<file path="src/rtl/fetch_redirect_ctrl_if.sv">
// Redirect request/response bundle between the redirect sources and fetch.
// The master side drives the event sources and fetch_ack. The slave side is the redirect controller.
interface fetch_redirect_ctrl_if #(
    parameter int ADDR_W = 32
);
    logic              excp_valid;
    logic [ADDR_W-1:0] excp_eip;
    logic              mispred_valid;
    logic [ADDR_W-1:0] mispred_eip;
    logic              cs_inv;
    logic [ADDR_W-1:0] cs_neip;
    logic              intr;
    logic [ADDR_W-1:0] intr_vec;
    logic              pipe_clean;
    logic              fetch_ack;
    logic              flush_fe;
    logic              fetch_hold;
    logic              redirect_valid;
    logic [ADDR_W-1:0] redirect_eip;
    logic [1:0]        redirect_src;
    logic              intr_ack;

    modport master (
        output excp_valid, excp_eip, mispred_valid, mispred_eip, cs_inv, cs_neip,
               intr, intr_vec, pipe_clean, fetch_ack,
        input  flush_fe, fetch_hold, redirect_valid, redirect_eip, redirect_src, intr_ack
    );

    modport slave (
        input  excp_valid, excp_eip, mispred_valid, mispred_eip, cs_inv, cs_neip,
               intr, intr_vec, pipe_clean, fetch_ack,
        output flush_fe, fetch_hold, redirect_valid, redirect_eip, redirect_src, intr_ack
    );
endinterface

</file>
<file path="src/rtl/fetch_redirect_ctrl.sv">
// Front-end redirect sequencer: picks a redirect by priority, flushes the front end for a
// fixed window, then holds the new EIP until fetch takes it.
//
// state    | meaning
// IDLE     | no redirect pending, fetch runs freely
// DRAIN    | interrupt pending, waiting for older instructions to retire
// FLUSH    | flush_fe asserted, count runs down to the redirect
// REDIRECT | redirect_eip presented until fetch_ack
module fetch_redirect_ctrl #(
    parameter int FLUSH_CYCLES = 2,
    parameter int ADDR_W       = 32
) (
    input  logic CLK,
    input  logic reset,
    fetch_redirect_ctrl_if.slave rif
);
    typedef enum logic [1:0] {IDLE, DRAIN, FLUSH, REDIRECT} state_t;

    localparam logic [3:0] CNT_INIT = 4'(FLUSH_CYCLES - 1);

    state_t            state;
    logic [3:0]        count;
    logic [ADDR_W-1:0] lat_eip;
    logic [1:0]        lat_src;

    logic              sync_evt;
    logic              keep_excp;
    logic              restart;
    logic              enter_intr;
    logic [ADDR_W-1:0] win_eip;
    logic [1:0]        win_src;

    always_comb begin
        win_eip = rif.cs_neip;
        win_src = 2'd2;
        if (rif.excp_valid) begin
            win_eip = rif.excp_eip;
            win_src = 2'd0;
        end else if (rif.mispred_valid) begin
            win_eip = rif.mispred_eip;
            win_src = 2'd1;
        end
        sync_evt = rif.excp_valid | rif.mispred_valid | rif.cs_inv;
        // A second exception must not overwrite the handler EIP of one already in progress.
        keep_excp = ((state == FLUSH) || (state == REDIRECT)) && (lat_src == 2'd0)
                    && rif.excp_valid;
        restart    = sync_evt && !keep_excp;
        enter_intr = (state == DRAIN) && !sync_evt && rif.pipe_clean;
    end

    always_ff @(posedge CLK or negedge reset) begin
        if (!reset) begin
            state              <= IDLE;
            count              <= 4'd0;
            lat_eip            <= '0;
            lat_src            <= 2'd0;
            rif.flush_fe       <= 1'b0;
            rif.fetch_hold     <= 1'b0;
            rif.redirect_valid <= 1'b0;
            rif.redirect_eip   <= '0;
            rif.redirect_src   <= 2'd0;
            rif.intr_ack       <= 1'b0;
        end else begin
            rif.intr_ack <= 1'b0;
            if (restart || enter_intr) begin
                state              <= FLUSH;
                count              <= CNT_INIT;
                lat_eip            <= restart ? win_eip : rif.intr_vec;
                lat_src            <= restart ? win_src : 2'd3;
                rif.flush_fe       <= 1'b1;
                rif.fetch_hold     <= 1'b1;
                rif.redirect_valid <= 1'b0;
                rif.redirect_eip   <= '0;
                rif.redirect_src   <= 2'd0;
                rif.intr_ack       <= enter_intr;
            end else begin
                case (state)
                    IDLE: begin
                        if (rif.intr) begin
                            state          <= DRAIN;
                            rif.fetch_hold <= 1'b1;
                        end
                    end
                    DRAIN: begin
                        state <= DRAIN;
                    end
                    FLUSH: begin
                        if (count == 4'd0) begin
                            state              <= REDIRECT;
                            rif.flush_fe       <= 1'b0;
                            rif.redirect_valid <= 1'b1;
                            rif.redirect_eip   <= lat_eip;
                            rif.redirect_src   <= lat_src;
                        end else begin
                            count <= count - 4'd1;
                        end
                    end
                    REDIRECT: begin
                        if (rif.fetch_ack) begin
                            state              <= IDLE;
                            rif.fetch_hold     <= 1'b0;
                            rif.redirect_valid <= 1'b0;
                            rif.redirect_eip   <= '0;
                            rif.redirect_src   <= 2'd0;
                        end
                    end
                    default: state <= IDLE;
                endcase
            end
        end
    end
endmodule

</file>
<file path="src/flat_wrapper.sv">
// flat-port wrapper written by rule: the top's interface ports become plain ports
module fetch_redirect_ctrl_flat 
#(
    parameter int FLUSH_CYCLES = 2,
    parameter int ADDR_W       = 32
)
  (CLK, reset, rif_excp_valid, rif_excp_eip, rif_mispred_valid, rif_mispred_eip, rif_cs_inv, rif_cs_neip, rif_intr, rif_intr_vec, rif_pipe_clean, rif_fetch_ack, rif_flush_fe, rif_fetch_hold, rif_redirect_valid, rif_redirect_eip, rif_redirect_src, rif_intr_ack);
  fetch_redirect_ctrl_if #(.ADDR_W(ADDR_W)) rif_i ();
  input  logic CLK;
  input  logic reset;
  input wire logic [$bits(rif_i.excp_valid)-1:0] rif_excp_valid;
  input wire logic [$bits(rif_i.excp_eip)-1:0] rif_excp_eip;
  input wire logic [$bits(rif_i.mispred_valid)-1:0] rif_mispred_valid;
  input wire logic [$bits(rif_i.mispred_eip)-1:0] rif_mispred_eip;
  input wire logic [$bits(rif_i.cs_inv)-1:0] rif_cs_inv;
  input wire logic [$bits(rif_i.cs_neip)-1:0] rif_cs_neip;
  input wire logic [$bits(rif_i.intr)-1:0] rif_intr;
  input wire logic [$bits(rif_i.intr_vec)-1:0] rif_intr_vec;
  input wire logic [$bits(rif_i.pipe_clean)-1:0] rif_pipe_clean;
  input wire logic [$bits(rif_i.fetch_ack)-1:0] rif_fetch_ack;
  output wire logic [$bits(rif_i.flush_fe)-1:0] rif_flush_fe;
  output wire logic [$bits(rif_i.fetch_hold)-1:0] rif_fetch_hold;
  output wire logic [$bits(rif_i.redirect_valid)-1:0] rif_redirect_valid;
  output wire logic [$bits(rif_i.redirect_eip)-1:0] rif_redirect_eip;
  output wire logic [$bits(rif_i.redirect_src)-1:0] rif_redirect_src;
  output wire logic [$bits(rif_i.intr_ack)-1:0] rif_intr_ack;
  assign rif_i.excp_valid = rif_excp_valid;
  assign rif_i.excp_eip = rif_excp_eip;
  assign rif_i.mispred_valid = rif_mispred_valid;
  assign rif_i.mispred_eip = rif_mispred_eip;
  assign rif_i.cs_inv = rif_cs_inv;
  assign rif_i.cs_neip = rif_cs_neip;
  assign rif_i.intr = rif_intr;
  assign rif_i.intr_vec = rif_intr_vec;
  assign rif_i.pipe_clean = rif_pipe_clean;
  assign rif_i.fetch_ack = rif_fetch_ack;
  assign rif_flush_fe = rif_i.flush_fe;
  assign rif_fetch_hold = rif_i.fetch_hold;
  assign rif_redirect_valid = rif_i.redirect_valid;
  assign rif_redirect_eip = rif_i.redirect_eip;
  assign rif_redirect_src = rif_i.redirect_src;
  assign rif_intr_ack = rif_i.intr_ack;
  fetch_redirect_ctrl #(.FLUSH_CYCLES(FLUSH_CYCLES), .ADDR_W(ADDR_W)) u_core (.CLK(CLK), .reset(reset), .rif(rif_i));
endmodule
</file>
<file path="config.mk">
export PLATFORM = sky130hd
export DESIGN_NAME = fetch_redirect_ctrl_flat
export DESIGN_NICKNAME = d
export VERILOG_FILES = /design/src/rtl/fetch_redirect_ctrl_if.sv /design/src/rtl/fetch_redirect_ctrl.sv /design/src/flat_wrapper.sv
export SDC_FILE = /design/constraint.sdc
export NUM_CORES = 1
export LEC_CHECK = 0
export CORE_MARGIN = 1
export CORE_UTILIZATION = 57
export DETAILED_ROUTE_END_ITERATION = 10
export DONT_BUFFER_PORTS = 1
export MAX_ROUTING_LAYER = met4
export PLACE_DENSITY_LB_ADDON = 0.12
export RECOVER_POWER = 25
export SYNTH_ARGS = -nofsm -noshare
export SYNTH_HDL_FRONTEND = slang
export SYNTH_SLANG_ARGS = --single-unit
</file>
<file path="constraint.sdc">
create_clock -name CLK -period 2.13 [get_ports CLK]
set_input_delay 0.426 -clock CLK [delete_from_list [all_inputs] [get_ports CLK]]
set_output_delay 0.426 -clock CLK [all_outputs]
set_load 0.1 [all_outputs]
</file>
# After elaboration in Yosys (flattened, before gate mapping)
# Index checks and enable logic that the tools add are counted.
dict set report classes {
  shifts 0
  eq_ne 7
  mux 32
  n_lt_le_gt_ge 0
  multipliers 0
  bitwise_logic 2
  n_addsub 1
  n_reduce_logical 21
  n_div 0
}
# cell n
set op_table {}
lappend op_table {{2-to-1 mux 32 bit} 6}
lappend op_table {{one-hot mux 32 bit (2 select lines)} 1}
lappend op_table {{2-to-1 mux 2 bit} 9}
lappend op_table {{2-to-1 mux 4 bit} 3}
lappend op_table {{2-to-1 mux 1 bit} 9}
lappend op_table {{AND reduction 3 bit} 3}
lappend op_table {{one-hot mux 2 bit (4 select lines)} 1}
lappend op_table {{!= test 3 bit, second input constant} 2}
lappend op_table {{nonzero test 3 bit} 2}
lappend op_table {{logical AND 1 bit} 5}
lappend op_table {{equality test 2 bit, second input constant} 2}
lappend op_table {{zero test 2 bit} 2}
lappend op_table {{zero test 4 bit} 1}
lappend op_table {{one-hot mux 1 bit (2 select lines)} 2}
lappend op_table {{one-hot mux 2 bit (2 select lines)} 1}
lappend op_table {{AND reduction 2 bit} 2}
lappend op_table {{nonzero test 2 bit} 2}
lappend op_table {{subtractor 4 x 1 -> 4 bit, second input constant} 1}
lappend op_table {{!= test 3 x 2 -> 1 bit, second input constant} 1}
lappend op_table {{equality test 2 x 1 -> 1 bit, second input constant} 1}
lappend op_table {{zero test 1 bit} 2}
lappend op_table {{logical OR 1 bit} 2}
lappend op_table {{!= test 2 x 1 -> 1 bit, second input constant} 1}
lappend op_table {{bitwise OR 1 bit} 2}
dict set report word_totals {
  ram_bits 0
  word_cells 73
  latchBits 0
  reg_bits 78
  output_inout_bits 38
  memories 0
  mem_bits_ro 0
  inputBits 136
}

# Longest topological paths before layout
# Gate-level depths: netlist of run 1.
dict set report logic_depth {
  word_depth 9
  depth_mapped 7
  ltp_nobuf 5
}

# Worst setup path after synthesis of run 1
# No wires, ideal clock.
dict set report synth_timing {
  path_kind {register to register}
  startpoint {register u_core.count[0]}
  endpoint {register u_core.rif.redirect_eip[12]}
  setup_time_ps 125
  path_slack_ps 291
  t_arrival_ps 1714
  required_ps 2005
  path_stages_with_launch 8
  cell_sequence {dfrtp_1 -> inv_1 -> ha_1 -> or3b_2 -> buf_2 -> buf_1 -> o211ai_1 -> a21oi_1}
}
dict set report synth_between {
  elab_chain_len 3
}
# element line_no
set synth_lines {}
lappend synth_lines {{from (decl)} fetch_redirect_ctrl.sv:22} ;# logic [3:0] count;
lappend synth_lines {{from (signal assigned)} fetch_redirect_ctrl.sv:95} ;# count <= count - 4'd1;
lappend synth_lines {{zero test 4 bit} fetch_redirect_ctrl.sv:88} ;# if (count == 4'd0) begin
lappend synth_lines {{!= test 3 bit (no source line)} -}
lappend synth_lines {{AND reduction 3 bit (no source line)} -}
lappend synth_lines {{to (signal assigned)} fetch_redirect_ctrl.sv:92} ;# rif.redirect_eip <= lat_eip;
lappend synth_lines {{to (decl)} fetch_redirect_ctrl_if.sv:32} ;# output flush_fe, fetch_hold, redirect_valid, redirect_eip, redirect_src, intr_ack
# No other way between the ends.
# A chain may end at the register's enable or synchronous reset.

# Final worst setup path of run 1
dict set report layout_timing {
  startpoint {register u_core.state[0]}
  endpoint {register u_core.rif.redirect_eip[19]}
}
dict set report layout_between {
  elab_chain_len 9
}
# element line_no
set layout_lines {}
lappend layout_lines {{from (decl)} fetch_redirect_ctrl.sv:21} ;# state_t state;
lappend layout_lines {{from (signal assigned)} fetch_redirect_ctrl.sv:53} ;# state <= IDLE;
lappend layout_lines {{from (signal assigned)} fetch_redirect_ctrl.sv:66} ;# state <= FLUSH;
lappend layout_lines {{from (signal assigned)} fetch_redirect_ctrl.sv:80} ;# state <= DRAIN;
lappend layout_lines {{equality test 2 bit} {fetch_redirect_ctrl.sv:45, fetch_redirect_ctrl.sv:77}}
lappend layout_lines {{logical OR 1 bit} fetch_redirect_ctrl.sv:45} ;# keep_excp = ((state == FLUSH) || (state == REDIRECT)) && (lat_src == 2'd0)
lappend layout_lines {{logical AND 1 bit} fetch_redirect_ctrl.sv:45}
lappend layout_lines {{logical AND 1 bit} fetch_redirect_ctrl.sv:46} ;# && rif.excp_valid;
lappend layout_lines {{zero test 1 bit} fetch_redirect_ctrl.sv:47} ;# restart = sync_evt && !keep_excp;
lappend layout_lines {{logical AND 1 bit} fetch_redirect_ctrl.sv:47}
lappend layout_lines {{logical OR 1 bit} fetch_redirect_ctrl.sv:65} ;# if (restart || enter_intr) begin
lappend layout_lines {{!= test 3 bit (no source line) / nonzero test 3 bit (equally long branches)} -}
lappend layout_lines {{AND reduction 3 bit (no source line)} -}
# Several ways; a longest one is shown, not always the timed one.

==> impl_metrics.yaml, run 1 <==
pwr:
  p_int_mw: 2.93
  power_frac_comb_pct: 43.9
  leakage_nw: 2.34
  ir_drop_v: 0.000529
  swShare_pct: 44.8
  seqPwrFrac_pct: 35.6
  powerDensity_mw_per_mm2: 973
  switchingPower_mw: 2.38
  pwr-share-clk_pct: 20.5
clock_tree:
  cts_root_buf: "clkbuf_8"
  post_cts_buffers: 0
  cts_buffers: 9
  cts_max_level: 3
  clockBufferDepth: 2
  insertion_delay_ps: 350
  ctsResizeCount: 0
  clk_pin_slew_ps: 90
  cts_tree: "done"
  cts.sinks: 78
setup_path:
  critPathKind: "reg2reg"
  worstPathArrival_ps: 2210
  path_buf_inv: 1
  crit_chain: "nand2b_1 > buf_4 > o211ai_1 > a21oi_1"
  end_kind: "flop"
  crit_family: "flip-flops"
  cp-start-kind: "flop"
  slowest_stage: "dfrtp_1"
  cp_max_fo: 26
  cpPeakStageDelay_ps: 610
  critical_path_required_ps: 2390
  r2r_setup_slack_ps: 190
synth:
  netlist-cell-type-count: 39
  netlist.area_leader.share_pct: 40.2
  ys.flop_type: "dfrtp_1"
  synthTopCellsByArea: "dfrtp_1, mux2i_1, mux2_2"
  async_flop_share_pct: 100
  synth_most_common_cell: "dfrtp_1"
  synth_common_cells: "dfrtp_1, mux2i_1, a21oi_1"
  mappedNetlistArea_sq_mm: 0.00486
  syn_area_per_cell_sq_um: 10.1
  ys_warn_count: 0
  synth_top_cell_by_area: "dfrtp_1"
  synthCells: 480
  synth-edff-count: 0
  synth_nets: 618
  synth-seq-cells: 78
  synth-seq-area-share_pct: 40.2
outcome:
  status: "finished, violations left"
  violations: "hold timing"
global_route:
  grt_use_total_pct: 31.3
  grt_first_pass_wirelength_mm: 20.6
  grt_pass1_vias: 4071
  grt_max_degree: 79
  overflow: 0
  antenna_found_initial: 0
sta:
  grt_setup_unrepaired: "no"
  skew_ps: 13.8
  final.setup.tns_ps: 0
  relSlewSlack_pct: 62.8
  timing.final.crit_share_pct: 91.2
  whs_ps: -245
  worst_pin_slew_ps: 558
  max_clock_freq_mhz: 515
  maxSlewViolCount: 0
  fin_crit_ps: 1940
  setup_viol: 0
  hold_viol: 78
die:
  std_cell_rows: 33
  num_io_pins: 174
  die_y_microns: 94.3
  die_area_sq_mm: 0.00890
  fp.coreArea_sq_mm: 0.00822
  die_x_microns: 94.3
  initial_core_util_pct: 59.2
route:
  drtIter0Drc: 269
  routedWlPerCell_microns: 21.6
  avgViaCountPerCell: 6.80
  finalWirelength_mm: 13.1
  route.detailed.drc: 0
  ant_nets: 0
  dr.pass1.iters: 5
  vias: 4121
final_layout:
  utilization_pct: 66.3
  area_delta_synth_final_pct: 12.1
  antennaDiodeCount: 0
  stdcell_area_sq_mm: 0.00545
  drive_gt1_share_pct: 23.4
  fin_nets: 634
run:
  cap_violations: 0
place:
  port_buffers: 0
  routabilityCongestion: 0.837
  place_hpwl_mm: 8.69
  dpl_cell_area_sq_mm: 0.00526
hold_path:
  min_path_type: "in2async"
layer usage:
metal | GRT usage (%) | wire, microns | up-vias
met1 | 41.4 | 5310 | 2026
met5 | - | 0 | -
met3 | 5.48 | 1100 | 19
li1 | - | - | 1853
met2 | 48.4 | 6410 | 223
met4 | 11.7 | 270 | 0
cells in the final DEF (no fill, tap or decap), drive strengths merged, types with 3 or more instances in the layout:
| master | count |
|---|---|
| a21oi | 41 |
| a22oi | 32 |
| and4b | 32 |
| buf | 62 |
| clkbuf | 10 |
| clkinvlp | 3 |
| dfrtp | 78 |
| inv | 6 |
| mux2 | 32 |
| mux2i | 65 |
| nand3 | 36 |
| nor2 | 3 |
| nor2b | 3 |
| nor3 | 3 |
| nor3b | 3 |
| o211ai | 34 |
| o21ai | 35 |
per-stage QoR:
step / hold WS, ps / instances / worst slack [ps] / total power [mW]
detailed placement: 133 / 590 / 241 / 4.23
global placement: 133 / 590 / 343 / 4.17
floorplan: 130 / 480 / 291 / 3.65
finish: -245 / 606 / 188 / 5.31
global route: -255 / 606 / 92.4 / 5.54
CTS: -253 / 606 / 223 / 5.31
cells by family (layout without fill, tap and decap cells):
family,Yosys count,count (layout),synth area share (%)
flops,78,78,40.2
buf+inv,63,84,5.51
simple gates,90,90,13.5
compound gates,150,150,19.3
fa+ha+maj,2,2,0.515
mux,97,97,21.1
final cells by class:
| cell class | instances | area, sq um |
|---|---|---|
| fillers | 666 | 2770 |
| multi-input cells | 339 | 2660 |
| flip-flops and latches | 78 | 1950 |
| repair buffers | 62 | 490 |
| well taps | 105 | 131 |
| clock buffers | 10 | 128 |
| clock inverters | 6 | 62.6 |
| inverters | 6 | 22.5 |
flip-flops by register name, summed over array words and instances, names as in the netlist:
register,cells
u_core.count,4
u_core.rif.redirect_src,2
u_core.lat_eip,32
u_core.rif.intr_ack,1
u_core.rif.redirect_valid,1
u_core.rif.flush_fe,1
u_core.rif.fetch_hold,1
u_core.rif.redirect_eip,32
u_core.lat_src,2
u_core.state,2
worst reg2reg max path: cells and delay by family, from the launching register on:
family | cells | cell delay [ps]
flip-flops | 1 | 610
AND/OR/NAND/NOR | 1 | 530
buffers and inverters | 1 | 400
AO/OA/AOI/OAI | 2 | 330
worst paths after layout:
path	cells past startpoint	startpoint	endpoint
worst max-delay path	4	u_core.state[0]$_DFFE_PN0P_	u_core.rif.redirect_eip[19]$_DFFE_PN0P_
worst min-delay path	0	reset	u_core.lat_eip[26]$_DFFE_PN0P_
worst max register to register	4	u_core.state[0]$_DFFE_PN0P_	u_core.rif.redirect_eip[19]$_DFFE_PN0P_
worst min register to register	2	u_core.rif.flush_fe$_DFFE_PN0P_	u_core.rif.flush_fe$_DFFE_PN0P_
max in group asynchronous	0	reset	u_core.lat_eip[7]$_DFFE_PN0P_
min in group CLK	1	rif_mispred_valid	u_core.lat_src[0]$_DFFE_PN0P_
power groups by stage:
stage	registers [mW]	logic [mW]	clock network, mW
after floorplan	2.62	1.04	0
after global placement	1.90	2.27	0
after detailed placement	1.91	2.31	0
after CTS	1.89	2.32	1.10
after global routing	1.91	2.48	1.15
final	1.89	2.33	1.09
(Power assumes the default switching activity.)
==> run 2: changes to the inputs <==
--- a/config.mk
+++ b/config.mk
@@ -5,6 +5,7 @@
 export SDC_FILE = /design/constraint.sdc
 export NUM_CORES = 1
 export LEC_CHECK = 0
+export CAP_MARGIN = 20
 export CORE_MARGIN = 1
 export CORE_UTILIZATION = 57
 export DETAILED_ROUTE_END_ITERATION = 10
==> results of run 2 <==
Same layout as run 1: the final DEF is identical, and so are final timing and power.
